--- src/rtl/nco_wave_gen.sv ---
`default_nettype none
// ============================================================================
// Module      : nco_wave_gen
// Description : Numerically controlled oscillator. Converts a Q32.32 frequency
//               word (Hz) into a phase increment with a bit-serial shift-add
//               multiply by floor(2^64 / f_clk), then runs a phase accumulator
//               that drives a registered square/PWM, sawtooth, triangle or
//               inverted-sawtooth sample stream.
// Ports       : clk            - system clock
//               reset          - asynchronous active-low reset
//               nco_enable     - run (1) / stop and clear accumulator (0)
//               nco_wave       - 00 square, 01 saw, 10 triangle, 11 inv saw
//               nco_frequency  - output frequency, Q32.32 Hz
//               nco_duty_cycle - square high fraction, duty/65536
//               wave_out       - unsigned sample, 1 cycle after phase
//               sync_pulse     - one-cycle pulse after an accumulator wrap
//               busy           - increment computation in progress
//               phase_inc      - increment currently applied to the phase
// Revision    : 1.0 - initial release
// ============================================================================
module nco_wave_gen #(
    parameter int          PHASE_W = 32,
    parameter int          OUT_W   = 12,
    parameter logic [63:0] RECIP   = 64'd184467440737,
    parameter int          RECIP_W = 38
) (
    input  logic               clk,
    input  logic               reset,
    input  logic               nco_enable,
    input  logic [1:0]         nco_wave,
    input  logic [63:0]        nco_frequency,
    input  logic [15:0]        nco_duty_cycle,
    output logic [OUT_W-1:0]   wave_out,
    output logic               sync_pulse,
    output logic               busy,
    output logic [PHASE_W-1:0] phase_inc
);

    localparam int PROD_W = 64 + RECIP_W;
    localparam int CNT_W  = $clog2(RECIP_W + 2);

    localparam logic [RECIP_W-1:0] RECIP_BITS = RECIP[RECIP_W-1:0];
    // mult_cnt == CNT_DONE: all multiplier bits consumed, one settle edge.
    // mult_cnt == CNT_DONE+1: commit edge. This places the phase_inc update
    // RECIP_W+2 edges after the edge that captured the new frequency.
    localparam logic [CNT_W-1:0]   CNT_DONE   = CNT_W'(RECIP_W);

    typedef enum logic [0:0] {
        ST_IDLE = 1'b0,
        ST_MUL  = 1'b1
    } state_t;

    state_t               state_q,       state_d;
    logic [63:0]          freq_shadow_q, freq_shadow_d;
    logic [CNT_W-1:0]     mult_cnt_q,    mult_cnt_d;
    logic [PROD_W-1:0]    product_q,     product_d;
    logic [PHASE_W-1:0]   phase_inc_q,   phase_inc_d;
    logic                 busy_q,        busy_d;
    logic [PHASE_W-1:0]   phase_q,       phase_d;
    logic [1:0]           wave_lat_q,    wave_lat_d;
    logic [15:0]          duty_lat_q,    duty_lat_d;
    logic [OUT_W-1:0]     wave_out_q,    wave_out_d;
    logic                 sync_pulse_q,  sync_pulse_d;

    logic [PROD_W-1:0]    addend;
    logic [PHASE_W:0]     acc_sum;
    logic                 wrap;
    logic [OUT_W-1:0]     tri_s;
    logic [OUT_W-1:0]     shape;

    // ------------------------------------------------------------------
    // Frequency-to-increment conversion
    // ------------------------------------------------------------------
    always_comb begin
        state_d       = state_q;
        freq_shadow_d = freq_shadow_q;
        mult_cnt_d    = mult_cnt_q;
        product_d     = product_q;
        phase_inc_d   = phase_inc_q;
        busy_d        = busy_q;
        addend        = {{RECIP_W{1'b0}}, freq_shadow_q} << mult_cnt_q;

        case (state_q)
            ST_IDLE: begin
                if (nco_frequency != freq_shadow_q) begin
                    freq_shadow_d = nco_frequency;
                    product_d     = '0;
                    mult_cnt_d    = '0;
                    busy_d        = 1'b1;
                    state_d       = ST_MUL;
                end
            end
            ST_MUL: begin
                if (nco_frequency != freq_shadow_q) begin
                    // New word arrived mid-multiply: discard partial product.
                    freq_shadow_d = nco_frequency;
                    product_d     = '0;
                    mult_cnt_d    = '0;
                end else if (mult_cnt_q < CNT_DONE) begin
                    if (RECIP_BITS[mult_cnt_q]) begin
                        product_d = product_q + addend;
                    end
                    mult_cnt_d = mult_cnt_q + 1'b1;
                end else if (mult_cnt_q == CNT_DONE) begin
                    mult_cnt_d = mult_cnt_q + 1'b1;
                end else begin
                    phase_inc_d = product_q[95 -: PHASE_W];
                    busy_d      = 1'b0;
                    state_d     = ST_IDLE;
                end
            end
            default: begin
                state_d = ST_IDLE;
                busy_d  = 1'b0;
            end
        endcase
    end

    // ------------------------------------------------------------------
    // Phase accumulator and waveform shaping
    // ------------------------------------------------------------------
    assign acc_sum = {1'b0, phase_q} + {1'b0, phase_inc_q};
    assign wrap    = acc_sum[PHASE_W];
    // Triangle folds the lower half-period bits around the phase MSB.
    assign tri_s   = phase_q[PHASE_W-2 -: OUT_W];

    always_comb begin
        shape = '0;
        case (wave_lat_q)
            2'b00:   shape = (phase_q[PHASE_W-1 -: 16] < duty_lat_q) ? {OUT_W{1'b1}} : '0;
            2'b01:   shape = phase_q[PHASE_W-1 -: OUT_W];
            2'b10:   shape = phase_q[PHASE_W-1] ? ~tri_s : tri_s;
            default: shape = ~phase_q[PHASE_W-1 -: OUT_W];
        endcase
    end

    always_comb begin
        phase_d      = phase_q;
        wave_lat_d   = wave_lat_q;
        duty_lat_d   = duty_lat_q;
        wave_out_d   = wave_out_q;
        sync_pulse_d = sync_pulse_q;

        if (nco_enable) begin
            phase_d      = acc_sum[PHASE_W-1:0];
            sync_pulse_d = wrap;
            wave_out_d   = shape;
            // Shape and duty switch only at a period boundary.
            if (wrap) begin
                wave_lat_d = nco_wave;
                duty_lat_d = nco_duty_cycle;
            end
        end else begin
            phase_d      = '0;
            sync_pulse_d = 1'b0;
            wave_out_d   = '0;
            wave_lat_d   = nco_wave;
            duty_lat_d   = nco_duty_cycle;
        end
    end

    // ------------------------------------------------------------------
    // State registers
    // ------------------------------------------------------------------
    always_ff @(posedge clk or negedge reset) begin
        if (!reset) begin
            state_q       <= ST_IDLE;
            freq_shadow_q <= '0;
            mult_cnt_q    <= '0;
            product_q     <= '0;
            phase_inc_q   <= '0;
            busy_q        <= 1'b0;
            phase_q       <= '0;
            wave_lat_q    <= '0;
            duty_lat_q    <= '0;
            wave_out_q    <= '0;
            sync_pulse_q  <= 1'b0;
        end else begin
            state_q       <= state_d;
            freq_shadow_q <= freq_shadow_d;
            mult_cnt_q    <= mult_cnt_d;
            product_q     <= product_d;
            phase_inc_q   <= phase_inc_d;
            busy_q        <= busy_d;
            phase_q       <= phase_d;
            wave_lat_q    <= wave_lat_d;
            duty_lat_q    <= duty_lat_d;
            wave_out_q    <= wave_out_d;
            sync_pulse_q  <= sync_pulse_d;
        end
    end

    assign wave_out   = wave_out_q;
    assign sync_pulse = sync_pulse_q;
    assign busy       = busy_q;
    assign phase_inc  = phase_inc_q;

endmodule
`default_nettype wire

--- config.mk ---
export PLATFORM = sky130hd
export DESIGN_NAME = nco_wave_gen
export DESIGN_NICKNAME = d
export VERILOG_FILES = /design/src/rtl/nco_wave_gen.sv
export SDC_FILE = /design/constraint.sdc
export NUM_CORES = 1
export LEC_CHECK = 0
export ABC_AREA = 1
export BUFFER_PORTS_ARGS = -buffer_cell sky130_fd_sc_hd__buf_2
export CAP_MARGIN = 5
export CORE_UTILIZATION = 56
export CTS_CLUSTER_DIAMETER = 200
export CTS_CLUSTER_SIZE = 25
export DETAILED_ROUTE_END_ITERATION = 10
export PLACE_DENSITY = 0.78
export SLEW_MARGIN = 0
export SYNTH_ARGS = -nofsm -noshare
export SYNTH_HDL_FRONTEND = slang
export SYNTH_SLANG_ARGS = --single-unit
--- constraint.sdc ---
create_clock -name clk -period 9.5 [get_ports clk]
set_clock_uncertainty 0.15 [all_clocks]
set_input_delay 0.95 -clock clk [delete_from_list [all_inputs] [get_ports clk]]
set_output_delay 0.95 -clock clk [all_outputs]
set_load 0.1 [all_outputs]
== Yosys cells after proc, flatten, opt, wreduce, memory -nomap -nowiden ==
Memories as Yosys holds them, arrays and structs flattened.
Cells that the tools add are included.

* Memories: 1
* Bits in read-only memories: 64
* Bits in registers: 269
* Bits of input ports: 85
* Word-level logic and storage cells: 74

{| class="wikitable"
|+ Memory list
! memory !! words !! bits a word !! rd ports !! clocked after Yosys merged registers in !! wr ports !! RTL line !! RTL
|-
| (name not given) || 64 || 1 || 1 || 0 || 0 || 100 || <nowiki>if (RECIP_BITS[mult_cnt_q]) begin</nowiki>
|}

* Equal/unequal tests: 12
* Shifts and indexed selects: 1
* $add $sub $neg: 3
* Reduce and logical (&&, ||, !) cells: 5
* Bitwise gates (word level): 6
* Mux-type cells: 32
* Magnitude comparators: 3

{| class="wikitable"
|+ Operator list
! cell !! count
|-
| $mux 102 || 4
|-
| $pmux 102 s2 || 1
|-
| $add 102x102->102 || 1
|-
| $shl 64x6->102 || 1
|-
| $mux 64 || 1
|-
| $ne 64x64->1 || 1
|-
| $mux 12 || 3
|-
| $pmux 12 s3 || 1
|-
| $add 32x32->33 || 1
|-
| $mux 16 || 2
|-
| $mux 32 || 1
|-
| $mux 6 || 4
|-
| $not 12->12 || 2
|-
| $lt 16x16->1 || 1
|-
| $pmux 6 s2 || 1
|-
| $mux 1 || 10
|-
| $ne 2x2->1 const B || 4
|-
| $reduce_and 4->1 || 2
|-
| $lt 6x7->1 const B || 1
|-
| $add 6x1->6 const B || 1
|-
| $eq 6x6->1 const B || 1
|-
| $lt 6x6->1 const B || 1
|-
| $ne 3x1->1 const B || 2
|-
| $mux 2 || 2
|-
| 9 further kinds || 13
|}

== Depth between registers and ports, before layout ==
* Word-level depth: 6
* Mapped depth: 32
* Gate-level depth less buffers: 30

== Worst setup path before layout ==
No wires, ideal clock.

* Kind: register to register
* Start: reg mult_cnt_q[0]
* End: reg product_q[56]
* Arrival time: 3.093 ns
* Path slack: 6.140 ns
* Stages on the path, launching flop included: 24
* Data required time: 9.233 ns
* Path buffers: 2
* Path through: dfrtp_1 buf_4 buf_2 nand2_1 o21ai_0 or2_2 o21ai_0 nand2_1 nand2_1 nand2_1 nand2_1 nand2_1 nand3_1 o21ai_0 ha_1 nand2_1 inv_1 a21oi_1 a21boi_0 and2_1 nand3_1 or2_2 nand3_1 nand2_1

* Word-level cells in the longest chain between the ends: 6
* Elaborated cells between the ends (all ways): 12
* Classes of those cells: 1 x add/sub; 1 x order compare; 2 x eq/ne; 1 x shift; 5 x mux; 1 x reduce/logical; 1 x memory

{| class="wikitable"
|+ RTL lines
! what !! RTL line !! RTL
|-
| from (decl) || 55 || <nowiki>logic [CNT_W-1:0] mult_cnt_q, mult_cnt_d;</nowiki>
|-
| from (signal assigned) || 181 || <nowiki>mult_cnt_q <= mult_cnt_d;</nowiki>
|-
| $shl 64x6->102 || 81 || <nowiki>addend = {{RECIP_W{1'b0}}, freq_shadow_q} << mult_cnt_q;</nowiki>
|-
| $add 102x102->102 || 101 || <nowiki>product_d = product_q + addend;</nowiki>
|-
| $mux 102 || 100 ||
|-
| $mux 102 || 99 || <nowiki>end else if (mult_cnt_q < CNT_DONE) begin</nowiki>
|-
| $mux 102 || 94 || <nowiki>if (nco_frequency != freq_shadow_q) begin</nowiki>
|-
| $pmux 102 s2 || 83 || <nowiki>case (state_q)</nowiki>
|-
| to (signal assigned) || 182 || <nowiki>product_q <= product_d;</nowiki>
|-
| to (decl) || 56 || <nowiki>logic [PROD_W-1:0] product_q, product_d;</nowiki>
|}

Several ways; a longest one is shown, not always the timed one. The select of a mux whose other input is x is not followed.
A chain may end at the register's enable or synchronous reset.

== Worst setup path in the final report ==
* Start: reg mult_cnt_q[0]
* End: reg product_q[65]

Same word-level chain as after synthesis.

==> impl_metrics.yaml <==
outcome:
  status: "finished clean"
final_layout:
  fillers: 4645
  final_cells: 4880
  areaGrowthSynthToFinish_pct: 4.49
  fin_util_pct: 59.8
  final_design_area_no_fill_mm2: 0.0266
  finalNetCount: 4521
  layout-drive-gt1-share_pct: 5.08
  antenna-diode-count: 0
synthesis:
  ys_ff_latch: 263
  post_synth.cell_area_avg_um2: 5.90
  ys.warnings.count: 0
  syn-cell-area_mm2: 0.0255
  post_synth_inst_count: 4317
  postSynth.asyncResetShare_pct: 100
  synth-main-ff-cell: "sky130_fd_sc_hd__dfrtp_1"
  mappedNetlistNets: 4551
  synth-edff-count: 0
  synth_seq_area_share_pct: 25.8
  yosys.cell_types.count: 46
worst_setup_path:
  worst_setup_path_end_kind: "flip-flop"
  timing.critical_path.arrival_ns: 6.30
  cp.required_ns: 9.76
  worstSetupPathType: "flip-flop to flip-flop"
  timing.critical_path.from_type: "flip-flop"
  critical_path_peak_fanout: 75
power_and_ir_drop:
  finalPower_mw: 2.19
  worst_ir_drop_vdd_mv: 0.141
  leakagePower_nw: 14.6
  cellPowerDensity_mw_per_mm2: 82.4
route:
  drt.antenna.violating_nets: 0
  drt-pass1-iter-count: 8
  dr_total_vias: 27900
  wl_um: 94500
  routed_wire_length_per_instance_um: 19.4
  drcViolationCount: 0
  first_iter_violations: 3172
  post_dr_vias_cell: 5.71
clocking:
  clock-root-buffer: "sky130_fd_sc_hd__clkbuf_16"
  cts-buffers-inserted: 14
  clk_pin_slew_worst_paths_ns: 0.13
  cts-htree-levels: 1
  holdBufCountCts: 0
  cts_resized: 0
  tritoncts: "yes"
  clock_tree.buffer_depth: 3
  clk_latency_ns: 0.57
  buffer_count_from_post_cts_setup_fixing: 0
  clock-sinks: 263
sta:
  worst_slew_margin_rel_pct: 21.2
  worst_pin_slew_ns: 1.18
  setup_repair_after_global_routing_missed_its_margin: "no"
  setup_ws_ns: 3.47
  post-route-period-util_pct: 63.5
  final.hold.worst_slack_ns: 0.199
  timing.final.hold_violations: 0
  drv_slew: 0
  fin_tns_setup_ns: 0
  period_minus_slack_ns: 6.03
  report.final.setup_viol: 0
  timing.fmax_mhz: 166
placement:
  gp_congestion: 1.12
  post-dp-hpwl_um: 76800
  number_of_buffers_inserted_by_port_buffering: 130
  dp_worst_setup_slack_ns: 3.86
  post-place-cells: 4863
  placedInstanceArea_mm2: 0.0262
die:
  start_util_pct: 57.2
  chipHeight_um: 215
  boundaryPins: 131
  core_region_area_mm2: 0.0445
  die_w_um: 215
  row_count: 77
  die_area_mm2: 0.0463
grt:
  globalRouteTotalUtil_pct: 39.8
  global_route_wire_length_before_repair_um: 143000
  grt_antenna_before_repair: 0
  grt-ovfl-total: 0
  first_global_vias: 25100
  grt_max_degree: 77
worst_hold_path:
  worst_hold_path_type: "primary input to async pin"
run:
  drv.max_cap_violation_count: 0
==> critical path: stages (launching register included) <==
cell	delay (ns)
sky130_fd_sc_hd__dfrtp_2	0.35
sky130_fd_sc_hd__buf_4	0.53
sky130_fd_sc_hd__inv_2	0.58
sky130_fd_sc_hd__o21ai_0	0.40
sky130_fd_sc_hd__nand2_1	0.08
sky130_fd_sc_hd__o21ai_0	0.19
sky130_fd_sc_hd__o21ai_0	0.23
sky130_fd_sc_hd__o21ai_0	0.65
sky130_fd_sc_hd__nand2_1	0.11
sky130_fd_sc_hd__nand2_1	0.22
sky130_fd_sc_hd__nor2_1	0.14
sky130_fd_sc_hd__ha_1	0.39
sky130_fd_sc_hd__nand2_1	0.14
sky130_fd_sc_hd__nor2_1	0.19
sky130_fd_sc_hd__nand2_1	0.20
sky130_fd_sc_hd__o21ai_0	0.56
sky130_fd_sc_hd__inv_1	0.09
sky130_fd_sc_hd__nand2_1	0.23
sky130_fd_sc_hd__nand2_1	0.19
sky130_fd_sc_hd__nand2_1	0.11
sky130_fd_sc_hd__nand2_1	0.05
sky130_fd_sc_hd__nand3_1	0.07
sky130_fd_sc_hd__nand2_1	0.06
==> cells in the final DEF (no fill, tap or decap), drive strengths merged, types with 24 or more instances in the layout <==
cell / count
o211ai: 24
or2: 40
dfrtp: 263
nand3: 353
nand2: 1620
nor3: 42
nand4: 47
buf: 145
o21ai: 304
xnor2: 61
nor2: 369
inv: 508
xor2: 26
ha: 147
a21oi: 219
==> final cells by class <==
type	count	area, um^2	area share, %
tap	592	741	2.78
multi-input combinational	3352	16200	60.8
clock buffer	16	379	1.42
inverter	511	1920	7.21
sequential	263	6590	24.7
timing repair buffer	145	786	2.95
clock inverter	1	16.3	0.0611
==> power breakdown <==
group	switching [mW]	internal, mW
Clock	0.418	0.290
Sequential	0.0208	1.14
Combinational	0.227	0.0947
==> synth_stat cells (all sizes together) (18+ instances only) <==
library cell,instances,area share [%]
buf,74,1.4
nand4,47,1.2
a21oi,219,4.3
o211ai,24,0.71
inv,508,7.5
nor2,369,5.5
dfrtp,263,26
o21ai,304,6.0
nor3,42,0.83
nand2,1620,24
o21bai,18,0.53
or2,40,0.98
clkbuf,117,1.7
xor2,26,0.89
a31oi,19,0.47
ha,147,7.2
nand3,353,7.0
xnor2,61,2.1
==> layer usage <==
layer	vias to the layer above	share of wire [%]	GRT usage, %
met5	-	0	0
met4	0	5.5	19.2
met3	213	9.2	7.09
met2	1297	44	62.7
met1	12700	41	52.8
li1	13700	-	-
==> state kept, by name (all words and copies together), names as in the netlist <==
signal and flops:
wave_out 12, phase_q 32, wave_lat_q 2, freq_shadow_q 64, state_q 1, sync_pulse 1
busy 1, mult_cnt_q 6, duty_lat_q 16, product_q 96, phase_inc 32
==> logic make-up after synthesis <==
kind of cell               synth area share [%]
muxes                                     0.196
adders and majority gates                  7.38
buffers and inverters                      10.6
DFF                                        25.8
and+or+nand+nor                            39.8
AOI/OAI and AO/OA                          13.2
xor gates and xnor gates                   2.99
==> final timing paths <==
kind | cells after the start | from | end | slack (ns)
setup / recovery | 22 | mult_cnt_q[0] | product_q[65] | 3.47
hold / removal | 1 | reset | product_q[88] | 0.20
min in group clk | 2 | product_q[0] | product_q[0] | 0.35
setup reg to reg | 22 | mult_cnt_q[0] | product_q[65] | 3.47
max in group asynchronous | 3 | reset | freq_shadow_q[22] | 6.78
hold reg to reg | 2 | product_q[0] | product_q[0] | 0.35
(Power assumes the default switching activity.)
